`src/rtl/conv_pkg.sv`:
```
// Shared definitions for the 1x1 convolution sequencer: FSM encoding,
// default layer geometry and the derived pixel/operation counts.
package conv_pkg;

  typedef enum logic [1:0] {
    ST_IDLE  = 2'd0,
    ST_RUN   = 2'd1,
    ST_DRAIN = 2'd2,
    ST_DONE  = 2'd3
  } conv11_state_t;

  localparam int DEF_IMG_W  = 28;
  localparam int DEF_IMG_H  = 28;
  localparam int DEF_OUT_CH = 8;
  localparam int PIX_CNT    = DEF_IMG_W * DEF_IMG_H;
  localparam int OP_CNT     = DEF_OUT_CH * PIX_CNT;

  function automatic int pix_count(input int w, input int h);
    return w * h;
  endfunction

  function automatic int op_count(input int w, input int h, input int ch);
    return ch * w * h;
  endfunction

endpackage

```
`src/rtl/conv11_dly.sv`:
```
// Free-running shift register with asynchronous clear. Exposes the full
// final stage plus the top bit of every earlier stage (used as a valid tag).
module conv11_dly #(
  parameter int DEPTH = 2,
  parameter int WIDTH = 1
) (
  input  logic               clk,
  input  logic               rst_n,
  input  logic [WIDTH-1:0]   i_d,
  output logic [WIDTH-1:0]   o_q,
  output logic [DEPTH-2:0]   o_tag
);

  logic [DEPTH-1:0][WIDTH-1:0] r_stage;

  // Shift one stage per clock; never stalls.
  always_ff @(posedge clk or negedge rst_n) begin
    if (!rst_n) begin
      r_stage <= '0;
    end else begin
      r_stage[0] <= i_d;
      for (int i = 1; i < DEPTH; i++) begin
        r_stage[i] <= r_stage[i-1];
      end
    end
  end

  always_comb begin
    o_q = r_stage[DEPTH-1];
    for (int i = 0; i < DEPTH - 1; i++) begin
      o_tag[i] = r_stage[i][WIDTH-1];
    end
  end

endmodule

```
`src/rtl/conv11_seq.sv`:
```
// Layer sequencer for the 1x1 convolution calc stage: issues feature/param
// reads (pixel inner loop, channel outer loop) and aligned output writes.
module conv11_seq
  import conv_pkg::*;
#(
  parameter int IMG_W      = DEF_IMG_W,
  parameter int IMG_H      = DEF_IMG_H,
  parameter int OUT_CH     = DEF_OUT_CH,
  parameter int RD_LAT     = 1,
  parameter int FM_ADDR_W  = 10,
  parameter int CH_ADDR_W  = 3,
  parameter int OUT_ADDR_W = 13
) (
  input  logic                  clk,
  input  logic                  rst_n,
  input  logic                  start,
  input  logic                  pause,
  output logic                  busy,
  output logic                  done,
  output logic                  fm_rd_en,
  output logic [FM_ADDR_W-1:0]  fm_rd_addr,
  output logic                  prm_rd_en,
  output logic [CH_ADDR_W-1:0]  prm_rd_addr,
  output logic                  conv11_en,
  output logic                  out_wr_en,
  output logic [OUT_ADDR_W-1:0] out_wr_addr
);

  localparam int PIX   = pix_count(IMG_W, IMG_H);
  localparam int DEPTH = RD_LAT + 1;
  localparam int DW    = OUT_ADDR_W + 1;

  localparam logic [FM_ADDR_W-1:0]  P_LAST  = FM_ADDR_W'(PIX - 1);
  localparam logic [CH_ADDR_W-1:0]  OC_LAST = CH_ADDR_W'(OUT_CH - 1);
  localparam logic [FM_ADDR_W-1:0]  P_ONE   = FM_ADDR_W'(1);
  localparam logic [CH_ADDR_W-1:0]  OC_ONE  = CH_ADDR_W'(1);
  localparam logic [OUT_ADDR_W-1:0] OA_ONE  = OUT_ADDR_W'(1);

  conv11_state_t          r_state;
  logic [FM_ADDR_W-1:0]   r_p;
  logic [CH_ADDR_W-1:0]   r_oc;
  logic [OUT_ADDR_W-1:0]  r_ocnt;
  logic [OUT_ADDR_W-1:0]  r_rd_oaddr;
  logic [FM_ADDR_W-1:0]   r_fm_rd_addr;
  logic [CH_ADDR_W-1:0]   r_prm_rd_addr;
  logic                   r_fm_rd_en;
  logic                   r_busy;
  logic                   r_done;
  logic [DW-1:0]          w_last;
  logic [DEPTH-2:0]       w_tag;
  logic                   w_pipe_empty;

  // Only the final (write) stage may still be occupied when DRAIN exits.
  always_comb begin
    w_pipe_empty = ~r_fm_rd_en & ~(|w_tag);
  end

  // Main sequencing FSM with registered strobes and addresses.
  always_ff @(posedge clk or negedge rst_n) begin
    if (!rst_n) begin
      r_state       <= ST_IDLE;
      r_p           <= '0;
      r_oc          <= '0;
      r_ocnt        <= '0;
      r_rd_oaddr    <= '0;
      r_fm_rd_addr  <= '0;
      r_prm_rd_addr <= '0;
      r_fm_rd_en    <= 1'b0;
      r_busy        <= 1'b0;
      r_done        <= 1'b0;
    end else begin
      r_fm_rd_en <= 1'b0;
      r_done     <= 1'b0;
      case (r_state)
        ST_IDLE: begin
          r_busy <= 1'b0;
          if (start) begin
            r_p     <= '0;
            r_oc    <= '0;
            r_ocnt  <= '0;
            r_state <= ST_RUN;
          end
        end
        ST_RUN: begin
          r_busy <= 1'b1;
          if (!pause) begin
            r_fm_rd_en    <= 1'b1;
            r_fm_rd_addr  <= r_p;
            r_prm_rd_addr <= r_oc;
            r_rd_oaddr    <= r_ocnt;
            r_ocnt        <= r_ocnt + OA_ONE;
            if (r_p == P_LAST) begin
              r_p <= '0;
              if (r_oc == OC_LAST) begin
                r_oc    <= '0;
                r_state <= ST_DRAIN;
              end else begin
                r_oc <= r_oc + OC_ONE;
              end
            end else begin
              r_p <= r_p + P_ONE;
            end
          end
        end
        ST_DRAIN: begin
          if (w_pipe_empty) begin
            r_busy  <= 1'b0;
            r_done  <= 1'b1;
            r_state <= ST_DONE;
          end else begin
            r_busy <= 1'b1;
          end
        end
        ST_DONE: begin
          r_busy  <= 1'b0;
          r_state <= ST_IDLE;
        end
        default: begin
          r_busy  <= 1'b0;
          r_state <= ST_IDLE;
        end
      endcase
    end
  end

  conv11_dly #(
    .DEPTH (DEPTH),
    .WIDTH (DW)
  ) u_dly (
    .clk   (clk),
    .rst_n (rst_n),
    .i_d   ({r_fm_rd_en, r_rd_oaddr}),
    .o_q   (w_last),
    .o_tag (w_tag)
  );

  assign busy        = r_busy;
  assign done        = r_done;
  assign fm_rd_en    = r_fm_rd_en;
  assign prm_rd_en   = r_fm_rd_en;
  assign fm_rd_addr  = r_fm_rd_addr;
  assign prm_rd_addr = r_prm_rd_addr;
  assign conv11_en   = w_tag[RD_LAT-1];
  assign out_wr_en   = w_last[DW-1];
  assign out_wr_addr = w_last[OUT_ADDR_W-1:0];

endmodule

```
`config.mk`:
```
export PLATFORM = sky130hd
export DESIGN_NAME = conv11_seq
export DESIGN_NICKNAME = d
export VERILOG_FILES = /design/src/rtl/conv_pkg.sv /design/src/rtl/conv11_dly.sv /design/src/rtl/conv11_seq.sv
export SDC_FILE = /design/constraint.sdc
export NUM_CORES = 1
export LEC_CHECK = 0
export CAP_MARGIN = 20
export CORE_UTILIZATION = 53
export CTS_BUF_LIST = sky130_fd_sc_hd__clkbuf_4
export DETAILED_ROUTE_END_ITERATION = 7
export PLACE_DENSITY = 0.89
export SLEW_MARGIN = 20
export SYNTH_ARGS = -nofsm -noshare
export SYNTH_HDL_FRONTEND = slang
export SYNTH_HIERARCHICAL = 1
export SYNTH_SLANG_ARGS = --single-unit
```
`constraint.sdc`:
```
create_clock -name clk -period 1.9 [get_ports clk]
set_input_delay 0.285 -clock clk [delete_from_list [all_inputs] [get_ports clk]]
set_output_delay 0.285 -clock clk [all_outputs]
set_load 0.05 [all_outputs]
```
==> results.sh, run 1 <==
export IMPL_outcome="finished, violations left"
export IMPL_violations="negative setup slack"
export IMPL_drc=0
export IMPL_ir_drop_uv=758.1
export IMPL_synth_top_area_cell="dfrtp_1"
export IMPL_place_inst=441
export IMPL_arrival_ps=2320
export IMPL_p_per_area_nw_per_um2=1058
export IMPL_synthFlopType="dfrtp_1"
export IMPL_setup_viol=11
export IMPL_area_growth_pct=22.53
export IMPL_drive_gt1_share_pct=17.36
export IMPL_drtIter0Drc=152
export IMPL_root_buffer="clkbuf_4"
export IMPL_grt_max_degree=37
export IMPL_ant_nets=0
export IMPL_wl_per_cell_um=15.16
export IMPL_io_buffers=35
export IMPL_hpwlAfterDp_mm=4.766
export IMPL_wl_mm=7.019
export IMPL_synth_avg_cell_area_um2=10.72
export IMPL_final_nets=393
export IMPL_met1_usage_pct=27.77
export IMPL_rows=29
export IMPL_drv_cap=0
export IMPL_grt_usage_pct=21.34
export IMPL_ys_async_sr_fraction_pct=100.0
export IMPL_antenna_found_initial=0
export IMPL_fin_skew_ps=19.18
export IMPL_fin_crit_sh_pct=104.3
export IMPL_cts_buffers=9
export IMPL_grt_met3_usage_pct=5.368
export IMPL_synth_most_common_cell="nand2_1"
export IMPL_die_y_um=83.32
export IMPL_tns_ps=-423.5
export IMPL_ys_types=42
export IMPL_ys_seq_elements=85
export IMPL_netlist_area_um2=3505
export IMPL_end_kind="flop"
export IMPL_design_area_um2=4294
export IMPL_slowest_stage="or4_4"
export IMPL_hp_class="in2async"
export IMPL_slew_viol_final=0
export IMPL_grt_pass1_vias=2484
export IMPL_cts_clk_slew_worst_paths_ps=140
export IMPL_gr_total_overflow=0
export IMPL_worst_pin_slew_ps=643.6
export IMPL_cpMostUsedCell="or4_4"
export IMPL_cpPeakStageDelay_ps=550
export IMPL_gp_congestion=0.8481
export IMPL_finalNonFillerCells=463
export IMPL_rsz0062_at_grt="true"
export IMPL_htreeDepth=3
export IMPL_max_freq_mhz=504.5
export IMPL_min_period_ps=1982
export IMPL_diodes=0
export IMPL_leakagePower_nw=2.330
export IMPL_ys_seq_area_share_pct=60.69
export IMPL_cts_tree="yes"
export IMPL_num_vias=2513
export IMPL_yosys_top_cells_count="nand2_1 (92), dfrtp_1 (85), buf_4 (15)"
export IMPL_synth_nets=339
export IMPL_drtPass1Iterations=4
export IMPL_cp_data_required_time_ps=2240
export IMPL_synth_edf_count=0
export IMPL_cts_sinks=85
export IMPL_cp_start_kind="flop"
export IMPL_dpl_worst_slack_ps=-57.55
export IMPL_syn_inst=327
export IMPL_yosysWarnings=6
export IMPL_place_area_um2=4013
export IMPL_hold_viol=0
export IMPL_yosysTopAreaCellShare_pct=60.69
export IMPL_crit_type="reg2reg"
export IMPL_boundaryPins=36
export IMPL_busiest_layer="met2"
export IMPL_vias_per_cell=5.428
export IMPL_relSlewSlack_pct=56.93
export IMPL_grt_pass1_wl_mm=11.53
export IMPL_clock_latency_ps=450
export IMPL_die_area_um2=6941
export IMPL_crit_chain="or4_4 -> or4_4 -> a21oi_4 -> o22ai_2"
export IMPL_critPathMaxFanout=8
export IMPL_synth_area_top_cells="dfrtp_1 (61%), nand2_1 (9.9%), buf_4 (3.2%)"
export IMPL_coreArea_um2=6350
export IMPL_grt_use_met2_pct=34.28
export IMPL_fin_ws_ps=-82.11
export IMPL_cts_buffer_depth=2
export IMPL_start_util_pct=55.19
export IMPL_die_x_um=83.32
==> power by group <==
group	internal, W	total [W]	switching [W]	leakage, nW
Combinational	0.000331	0.00100	0.000673	1.13
Clock	0.000557	0.00121	0.000658	0.0924
Sequential	0.00210	0.00232	0.000223	1.11
Total	0.00299	0.00454	0.00155	2.33
==> logic make-up (layout without fill, tap and decap cells) <==
family	after synthesis	in the layout	share of synthesized area, %
AO/OA/AOI/OAI	27	27	5.605
buffers and inverters	32	91	5.070
XOR/XNOR	12	12	2.999
flip-flops	85	85	60.69
adder cells (fa/ha/maj)	8	8	2.856
multiplexers	6	6	1.785
AND/OR/NAND/NOR	157	157	20.99
==> layer usage <==
layer,part of all wire (%),up-vias
met2,50,80
met1,43,1229
met4,1.9,0
met5,0,-
li1,-,1189
met3,5.1,15
==> path summary, 6_finish.rpt <==
| check | startpoint | end | slack, ps | cells past startpoint |
|---|---|---|---|---|
| worst max register to register | r_p[6]$_DFFE_PN0P_ | r_oc[0]$_DFFE_PN0P_ | -80 | 4 |
| max in group asynchronous | rst_n | r_ocnt[4]$_DFFE_PN0P_ | 990 | 3 |
| min in group clk | u_dly/r_stage[7]$_DFF_PN0_ | u_dly/o_q[7]$_DFF_PN0_ | 360 | 0 |
| worst min-delay path | rst_n | u_dly/r_stage[4]$_DFF_PN0_ | 280 | 2 |
| worst max-delay path | r_p[6]$_DFFE_PN0P_ | r_oc[0]$_DFFE_PN0P_ | -80 | 4 |
| worst min register to register | u_dly/r_stage[7]$_DFF_PN0_ | u_dly/o_q[7]$_DFF_PN0_ | 360 | 0 |
==> per-stage QoR <==
stage               total power [W]  hold slack, ps  util, %
finish                     0.004542           275.5    67.63
detailed placement         0.003392           227.4    63.19
CTS                        0.004547           275.9    66.11
global route               0.004755           289.0    67.63
floorplan                  0.003044          -10.59        -
global placement           0.003342           221.5    63.19
==> layout make-up <==
type / count / area (µm²)
clock buffers: 9 / 67.56
multi-input cells: 210 / 1262
inverters: 8 / 30.03
repair buffers: 67 / 606.8
fillers: 443 / 2056
well taps: 77 / 96.34
flip-flops and latches: 85 / 2127
clock inverters: 7 / 103.9
==> repair_timing <==
action | 4_1_cts | 5_1_grt
gates resized for setup | 24 | 19
hold endpoints to repair | 27 | 0
setup buffers | 1 | 4
pin swaps | 3 | 11
endpoints found under the setup margin | 32 | 31
hold buffers | 1 | 0
==> cells in the final DEF (no fill, tap or decap), types with 2 or more instances in the layout <==
| cell type | n |
|---|---|
| a21o_1 | 2 |
| a21oi_1 | 4 |
| and3_1 | 4 |
| and4_1 | 2 |
| buf_4 | 31 |
| bufinv_16 | 2 |
| clkbuf_4 | 9 |
| clkdlybuf4s50_1 | 4 |
| clkinv_1 | 2 |
| dfrtp_1 | 85 |
| dlygate4sd2_1 | 19 |
| dlymetal6s2s_1 | 11 |
| ha_1 | 6 |
| ha_4 | 2 |
| inv_1 | 6 |
| inv_6 | 2 |
| inv_8 | 2 |
| mux2i_1 | 4 |
| nand2_1 | 91 |
| nand2b_1 | 5 |
| nand3_1 | 13 |
| nand4_1 | 6 |
| nor2_1 | 13 |
| nor2b_1 | 2 |
| nor3_1 | 3 |
| nor4_1 | 2 |
| o211ai_2 | 2 |
| o21ai_0 | 7 |
| o31ai_1 | 2 |
| or3_1 | 2 |
| or4_1 | 4 |
| or4_4 | 2 |
| xor2_1 | 11 |
==> critical path: cells and delay by family (launching register included) <==
family	cells	cell delay, ps
and+or+nand+nor	2	1070
DFF	1	410
AOI/OAI and AO/OA	2	390
==> registers in the layout, indices dropped and copies added, names as in the netlist, 2 cells and up <==
signal and cells:
fm_rd_addr 10, r_p 10, r_rd_oaddr 13, r_ocnt 13, r_state 2, u_dly/o_q 14, prm_rd_addr 3, r_oc 3
u_dly/r_stage 13
(Power assumes the default switching activity.)
==> run 2: changes to the inputs <==
CTS_CLUSTER_DIAMETER = 120   (was unset)
clock period = 1.8 ns   (was 1.9 ns; I/O delays follow)
==> results.sh, run 2 (synthesis gave the netlist of run 1 again) <==
export IMPL_outcome="finished, violations left"
export IMPL_violations="negative setup slack"
export IMPL_r2r_start="r_p[6]$_DFFE_PN0P_"
export IMPL_max_freq_mhz=500.9
export IMPL_setup_viol=18
export IMPL_sw_frac_of_total_pct=36.35
export IMPL_clock_latency_ps=450
export IMPL_drtPass1Iterations=5
export IMPL_cp_data_required_time_ps=2130
export IMPL_largest_reg_flops=14
export IMPL_hold_viol=0
export IMPL_p_per_area_nw_per_um2=1055
export IMPL_start_util_pct=55.19
export IMPL_antenna_found_initial=0
export IMPL_io_buffers=35
export IMPL_hp_class="in2async"
export IMPL_grt_pass1_vias=2599
export IMPL_vias_per_cell=5.632
export IMPL_cp_start_kind="flop"
export IMPL_boundaryPins=36
export IMPL_num_vias=2675
export IMPL_fin_crit_sh_pct=110.9
export IMPL_root_buffer="clkbuf_4"
export IMPL_final_cell_mix="nand2_1 (92), dfrtp_1 (85), buf_4 (47), dlygate4sd2_1 (24), nor2_1 (14)"
export IMPL_dpl_worst_slack_ps=-233.7
export IMPL_wl_mm=7.693
export IMPL_cts_tree="yes"
export IMPL_rows=29
export IMPL_die_area_um2=6941
export IMPL_die_y_um=83.32
export IMPL_internal_power_w=0.002890
export IMPL_relSlewSlack_pct=65.85
export IMPL_area_growth_pct=22.81
export IMPL_cts_clk_slew_worst_paths_ps=140
export IMPL_comb_power_share_pct=25.3
export IMPL_power_frac_clock_pct=21.0
export IMPL_leakagePower_nw=2.220
export IMPL_seqPwrFrac_pct=53.6
export IMPL_critPathMaxFanout=8
export IMPL_drtIter0Drc=282
export IMPL_final_nets=405
export IMPL_drv_cap=0
export IMPL_crit_type="reg2reg"
export IMPL_design_area_um2=4304
export IMPL_final_util_pct=67.78
export IMPL_gr_total_overflow=0
export IMPL_tns_ps=-2577
export IMPL_hold_worst_slack_ps=272.2
export IMPL_worst_r2r_path_depth=4
export IMPL_grt_usage_pct=22.20
export IMPL_fin_ws_ps=-196.3
export IMPL_slew_viol_final=0
export IMPL_worst_pin_slew_ps=507.5
export IMPL_ir_drop_uv=770.1
export IMPL_grt_pass1_wl_mm=11.98
export IMPL_cts_buffers=9
export IMPL_fin_skew_ps=18.50
export IMPL_end_kind="flop"
export IMPL_ant_nets=0
export IMPL_diodes=0
export IMPL_min_period_ps=1996
export IMPL_arrival_ps=2330
export IMPL_wl_per_cell_um=16.20
export IMPL_coreArea_um2=6350
export IMPL_gp_congestion=0.8218
export IMPL_htreeDepth=3
export IMPL_place_area_um2=4055
export IMPL_nFillCells=426
export IMPL_cts_sinks=85
export IMPL_cts_buffer_depth=2
export IMPL_drive_gt1_share_pct=22.36
export IMPL_hpwlAfterDp_mm=4.757
export IMPL_switchingPower_w=0.001651
export IMPL_grt_max_degree=33
export IMPL_rsz0062_at_grt="true"
export IMPL_die_x_um=83.32
export IMPL_final_common_cell="nand2_1"
export IMPL_startpoint="r_p[6]$_DFFE_PN0P_"
export IMPL_drc=0
run 2: changes by cell type in the layout (fill, tap and decap cells not counted), sizes merged:
cell / before / now
buf: 32 / 52
clkinvlp: 0 / 1
clkdlybuf4s50: 4 / 2
bufinv: 2 / 0
dlygate4sd2: 19 / 24
inv: 11 / 9
clkinv: 2 / 5
dlymetal6s2s: 11 / 0
run 2: timing repair:
| item | 4_1_cts | 5_1_grt |
|---|---|---|
| hold endpoints to repair | 29 | 0 |
| hold buffers | 1 | 0 |
| pin swaps | 6 | 8 |
| endpoints found under the setup margin | 40 | 21 |
| setup buffers | 10 | 2 |
| gates resized for setup | 27 | 11 |
run 2: stage by stage:
step | total power, W | cells
global route | 0.004759 | 475
floorplan | 0.003213 | 327
detailed placement | 0.003617 | 446
finish | 0.004541 | 475
CTS | 0.004510 | 473
global placement | 0.003559 | 446
run 2: cell type report:
type                            count  area [µm²]  share of cell area, %
Clock buffer                        9       67.56                  1.570
Clock inverter                      7       48.80                  1.134
Inverter                            8       30.03                 0.6977
Multi-Input combinational cell    210        1276                  29.65
Sequential cell                    85        2127                  49.42
Tap cell                           77       96.34                  2.238
Timing Repair Buffer               79       658.1                  15.29
run 2: power groups by stage:
stage / Combinational [W] / Sequential (W) / Clock (W)
2_1_floorplan: 0.000604 / 0.00261 / 0
3_3_place_gp: 0.00111 / 0.00245 / 0
3_5_place_dp: 0.00115 / 0.00247 / 0
4_1_cts: 0.00112 / 0.00243 / 0.000962
6_report: 0.00115 / 0.00244 / 0.000955
5_1_grt: 0.00124 / 0.00247 / 0.00105
run 2: metal layers:
layer / routed length (µm) / track usage (%) / vias up
met1: 3170 / 28.26 / 1302
li1: - / - / 1207
met2: 3821 / 35.62 / 134
met5: 0 / 0 / -
met3: 440 / 4.473 / 32
met4: 261 / 12.54 / 0
run 2: final timing paths:
| path | to | slack (ps) |
|---|---|---|
| min in group clk | u_dly/o_q[11]$_DFF_PN0_ | 350 |
| worst min register to register | u_dly/o_q[11]$_DFF_PN0_ | 350 |
| worst max register to register | r_oc[0]$_DFFE_PN0P_ | -200 |
| max in group asynchronous | r_p[6]$_DFFE_PN0P_ | 960 |
| worst max-delay path | r_oc[0]$_DFFE_PN0P_ | -200 |
| worst min-delay path | u_dly/o_q[12]$_DFF_PN0_ | 270 |
run 2: worst max-delay path, cell delays in order (launching register included):
cell and delay (ps):
dfrtp_1 420, or4_4 560, or4_4 540, a21oi_4 270, o22ai_2 100
